**config.mk**
```make
export PLATFORM = sky130hd
export DESIGN_NAME = wrr_arbiter
export DESIGN_NICKNAME = d
export VERILOG_FILES = /design/src/rtl/wrr_arbiter.sv
export SDC_FILE = /design/constraint.sdc
export NUM_CORES = 1
export LEC_CHECK = 0
export ABC_AREA = 0
export CORE_MARGIN = 2
export CORE_UTILIZATION = 46
export CTS_BUF_LIST = sky130_fd_sc_hd__clkbuf_16
export CTS_CLUSTER_DIAMETER = 200
export CTS_CLUSTER_SIZE = 40
export DETAILED_ROUTE_END_ITERATION = 12
export GPL_ROUTABILITY_DRIVEN = 0
export PLACE_DENSITY = 0.81
export RECOVER_POWER = 100
export SYNTH_ARGS = -nofsm -noshare
export SYNTH_HDL_FRONTEND = slang
export SYNTH_SLANG_ARGS = --single-unit
```
**constraint.sdc**
```tcl
create_clock -name clk -period 3.7 [get_ports clk]
set_clock_uncertainty 0.05 [all_clocks]
set_input_delay 1.11 -clock clk [delete_from_list [all_inputs] [get_ports clk]]
set_output_delay 1.11 -clock clk [all_outputs]
set_load 0.05 [all_outputs]
```
**src/rtl/wrr_arbiter.sv**
```systemverilog
// Weighted round-robin arbiter: registered one-hot grant held for up to
// weight[i] acked transfers, with same-edge regrant on release.
`timescale 1ns/1ps
module wrr_arbiter #(
    parameter int REQ_WIDTH    = 4,
    parameter int WEIGHT_WIDTH = 4,
    localparam int IDW         = $clog2(REQ_WIDTH)
) (
    input  logic                              clk,
    input  logic                              reset,
    input  logic [REQ_WIDTH-1:0]              req,
    input  logic [REQ_WIDTH*WEIGHT_WIDTH-1:0] weight,
    input  logic                              ack,
    output logic [REQ_WIDTH-1:0]              gnt,
    output logic [IDW-1:0]                    gnt_id,
    output logic                              gnt_valid,
    output logic [WEIGHT_WIDTH-1:0]           credit
);

    typedef enum logic {IDLE, GRANT} state_t;

    state_t                  state_q, state_d;
    logic [IDW-1:0]          ptr_q, ptr_d;
    logic [IDW-1:0]          id_q, id_d;
    logic [WEIGHT_WIDTH-1:0] credit_q, credit_d;
    logic [IDW-1:0]          base, sel;
    logic                    rel;

    // First set bit scanning cyclically from base+1; base itself comes last.
    function automatic logic [IDW-1:0] pick(
        input logic [REQ_WIDTH-1:0] r,
        input logic [IDW-1:0]       b
    );
        logic [IDW-1:0] s;
        logic           found;
        int             idx;
        s     = '0;
        found = 1'b0;
        for (int i = 1; i <= REQ_WIDTH; i++) begin
            idx = (int'(b) + i) % REQ_WIDTH;
            if (!found && r[idx]) begin
                s     = IDW'(idx);
                found = 1'b1;
            end
        end
        return s;
    endfunction

    function automatic logic [WEIGHT_WIDTH-1:0] load(input logic [IDW-1:0] id);
        logic [WEIGHT_WIDTH-1:0] w;
        w = weight[int'(id)*WEIGHT_WIDTH +: WEIGHT_WIDTH];
        return (w == '0) ? WEIGHT_WIDTH'(1) : w;
    endfunction

    assign base = (state_q == IDLE) ? ptr_q : id_q;
    assign sel  = pick(req, base);

    always_comb begin
        state_d  = state_q;
        ptr_d    = ptr_q;
        id_d     = id_q;
        credit_d = credit_q;
        rel      = 1'b0;
        unique case (state_q)
            IDLE: begin
                if (|req) begin
                    state_d  = GRANT;
                    id_d     = sel;
                    credit_d = load(sel);
                end
            end
            GRANT: begin
                if (!req[id_q]) begin
                    rel = 1'b1;
                end else if (ack) begin
                    if (credit_q == WEIGHT_WIDTH'(1))
                        rel = 1'b1;
                    else
                        credit_d = credit_q - WEIGHT_WIDTH'(1);
                end
            end
            default: state_d = IDLE;
        endcase
        if (rel) begin
            ptr_d = id_q;
            if (|req) begin
                id_d     = sel;
                credit_d = load(sel);
            end else begin
                state_d  = IDLE;
                id_d     = '0;
                credit_d = '0;
            end
        end
    end

    always_ff @(posedge clk or posedge reset) begin
        if (reset) begin
            state_q  <= IDLE;
            ptr_q    <= IDW'(REQ_WIDTH - 1);
            id_q     <= '0;
            credit_q <= '0;
        end else begin
            state_q  <= state_d;
            ptr_q    <= ptr_d;
            id_q     <= id_d;
            credit_q <= credit_d;
        end
    end

    assign gnt_valid = (state_q == GRANT);
    assign gnt       = gnt_valid ? (REQ_WIDTH'(1) << id_q) : '0;
    assign gnt_id    = id_q;
    assign credit    = credit_q;

endmodule

```
==> summary.txt <==
Layout
  – Post-route insts no fill: about 160
  – # nets final: between 150 and 200
  – Fin util: roughly three quarters
  – Final Cell Area: about 0.0013 mm²
  – Synthesis-to-finish area growth: 47.0%
  – Antenna cells: 0
  – Share of cells above drive strength 1: roughly a tenth

Routing
  – Wire length per cell: ~14 µm
  – Drt pass-1 iters: 4
  – DRT antenna net count: 0
  – Routed wire length: 2.29 mm
  – Total number of vias: around 870
  – DRC: 0
  – Vias/cell: 5.49
  – Initial DRC Count: 22

Critical path
  – Maximum fanout along the worst path: 7
  – Startpoint Class: input pin
  – Critical path's most frequent cell: o21ai_0
  – CP required: between 3000 and 4000 ps
  – Cell family with most CP delay: buffers and inverters
  – CP max stage cell: dlygate4sd3_1
  – Setup CP Type: input pin to flop
  – Critical Path Max Stage Delay: ~660 ps
  – Worst-path cell chain: dlygate4sd3_1 -> mux4_2 -> nor2b_1 -> o21ai_0 -> nand2_1 -> o22ai_1 -> nor2_1 -> o21ai_0
  – Buf/Inv on CP: 1
  – WP data arrival: 3350 ps
  – CP endpoint kind: flop

STA
  – RSZ-0062 raised after global routing: no
  – Final setup vio count: 0
  – Slew margin rel.: between 50 and 60%
  – Max frequency: around 0.31 GHz
  – Fin Hold WS: about 440 ps
  – TNS Setup: 0 ps
  – Setup ws final: between 400 and 500 ps
  – Fin. max-slew vios: 0
  – Minimum clock period: 3250 ps
  – Hold Violations, Final: 0
  – Worst slew pin tran: approximately 710 ps
  – Final period util: between 80% and 90%

Power and ir drop
  – Fraction of power consumed by sequential logic: between 20% and 30%
  – Pwr Total: between 1 and 1.5 mW
  – Clock share of power: around 17%
  – Sw Ratio: roughly half
  – PwrDens: 878 mW/mm²
  – Int Pwr: about 570 µW
  – P_sw: 551 µW
  – Leak: approximately 0.55 nW
  – Logic pwr share: between 60% and 70%
  – Worst VDD drop: roughly 0.66 mV

Yosys
  – Library cells used by synthesis: 35
  – Sequential fraction of the synthesis area: between 20% and 30%
  – Xor and xnor area share after synthesis: 0%
  – Synth Area in Compound Gates: between 20% and 30%
  – Mean area per synthesized cell: about 8.7 µm²
  – Largest family of logic cells by synthesized area: compound AO/OA/AOI/OAI gates
  – Proportion of synthesized area in mux cells: approximately a fifth
  – Yosys warnings: 0
  – Register bit total from synthesis: 9
  – Area of the mapped netlist: between 800 and 900 µm²
  – Syn Nets: 125
  – Synth Area in Simple Gates: 20.5%
  – Post-synth ARST share: 100%
  – Synth area leader: dfrtp_1
  – Top FF cell, synth: dfrtp_1
  – Post-synthesis adder-cell area fraction: about 2.9%
  – Dominant cells by area after synthesis: dfrtp_1 (20%), mux2i_1 (13%), dfstp_2 (6.1%)
  – Mapped Cells: 100
  – Post-synth EDFFs: 0
  – Post-synth top area share: about a fifth
  – Top-count cell post-synth: mux2i_1
  – Top cells by count, synth: mux2i_1 (11), nand2_1 (10), dfrtp_1 (7), inv_1 (7)

Placed design
  – Dpl hpwl: 1.76 mm
  – Dpl ws: between 400 and 500 ps
  – DP Cell Count: 154
  – Placed Area: around 0.0012 mm²
  – IO buf count: 33

Global routing
  – Largest net degree at the start of global routing: 15
  – Initial antenna violation count: 0
  – GR Overflow Total: 0
  – Vias in the first global route: just over 800
  – First-pass GRT wire length: between 3 and 4 mm
  – Gr usage total: between 20% and 30%

CTS
  – Total CTS buffers: 3
  – Clock sinks: 9
  – Post-CTS Hold Buffers: 0
  – Max Root-Sink Buffers: 2
  – Post-cts resize count: 0
  – Clock Pin Slew Worst Setup and Hold Paths: ~40 ps
  – Root buffer selected by CTS: clkbuf_16
  – Worst-skew pair later-pin latency: between 200 and 250 ps
  – Post-CTS setup buffer count: 0
  – CTS tree: done
  – H-Tree Depth: 1

Flow run
  – Max-cap violations: 0

Floorplan
  – Die area: 0.00225 mm²
  – Die height: ~47 µm
  – # IOs: 34
  – FP Rows: 15
  – Starting density of the core: between 40% and 50%
  – Die width: approximately 47 µm
  – Core area: approximately 0.0017 mm²

Min path
  – Hold Crit Class: flop to flop

Run status
  – Run status: finished, final reports clean
==> cells in the final DEF, fill, tap and decap left out, drive strengths merged, types with 2 or more instances in the layout <==
| cell | Yosys | layout |
|---|---|---|
| a21oi | 4 | 4 |
| a2bb2oi | 2 | 2 |
| clkbuf | 1 | 3 |
| clkdlybuf4s50 | 0 | 19 |
| dfrtp | 7 | 7 |
| dfstp | 2 | 2 |
| dlygate4sd3 | 0 | 14 |
| ha | 2 | 2 |
| inv | 7 | 8 |
| mux2 | 3 | 3 |
| mux2i | 12 | 12 |
| nand2 | 10 | 10 |
| nand2b | 3 | 3 |
| nand3 | 2 | 2 |
| nor2 | 6 | 6 |
| nor2b | 2 | 2 |
| nor3 | 3 | 3 |
| nor3b | 3 | 3 |
| o211ai | 2 | 2 |
| o21a | 2 | 2 |
| o21ai | 11 | 11 |
| o221ai | 2 | 2 |
| o22ai | 4 | 4 |
==> registers in the layout, indices dropped and copies added (netlist names) <==
register and cells:
credit 4, gnt_valid 1, gnt_id 2, ptr_q 2
==> path summary, 6_finish.rpt <==
path | start | end | slack [ps] | cells after the start
worst max-delay path | req[3] | credit[2]$_DFFE_PP0P_ | 450 | 8
worst min-delay path | ptr_q[0]$_DFFE_PP1P_ | ptr_q[0]$_DFFE_PP1P_ | 440 | 2
worst max register to register | credit[0]$_DFFE_PP0P_ | credit[2]$_DFFE_PP0P_ | 1230 | 8
worst min register to register | ptr_q[0]$_DFFE_PP1P_ | ptr_q[0]$_DFFE_PP1P_ | 440 | 2
max in group asynchronous | reset | ptr_q[0]$_DFFE_PP1P_ | 2070 | 2
min in group asynchronous | reset | credit[1]$_DFFE_PP0P_ | 1220 | 2
==> power groups by stage <==
stage | Combinational (mW) | Clock (mW) | Sequential, mW
after global placement | 0.707 | 0 | 0.227
after detailed placement | 0.725 | 0 | 0.229
after global routing | 0.759 | 0.197 | 0.240
final | 0.701 | 0.190 | 0.229
after CTS | 0.727 | 0.194 | 0.230
after floorplan | 0.458 | 0 | 0.310
==> worst min-delay path, delay by kind of cell (launching register included) <==
family / cells / cell delay [ps]
buf+inv: 1 / 50
compound gates: 1 / 50
flops: 1 / 380
==> per-layer routing <==
metal,up-vias,part of all wire (%),track usage (%)
li1,430,-,-
met1,403,43,30.3
met2,32,49,37.6
met3,3,6.1,4.91
met4,0,1.2,8.33
met5,-,0,0
==> cell type report <==
cell class | count | area [µm²]
Clock buffer | 3 | 75.1
Timing Repair Buffer | 33 | 330
Tap cell | 25 | 31.3
Sequential cell | 9 | 228
Fill cell | 145 | 469
Multi-Input combinational cell | 80 | 582
Clock inverter | 1 | 3.75
Inverter | 7 | 26.3
==> kinds of logic (layout without fill, tap and decap cells) <==
family,Yosys count,after routing
AOI/OAI and AO/OA,28,28
buffers and inverters,11,44
adders and majority gates,2,2
muxes,16,16
and+or+nand+nor,34,34
DFF,9,9
Power figures use the tool's default switching activity.
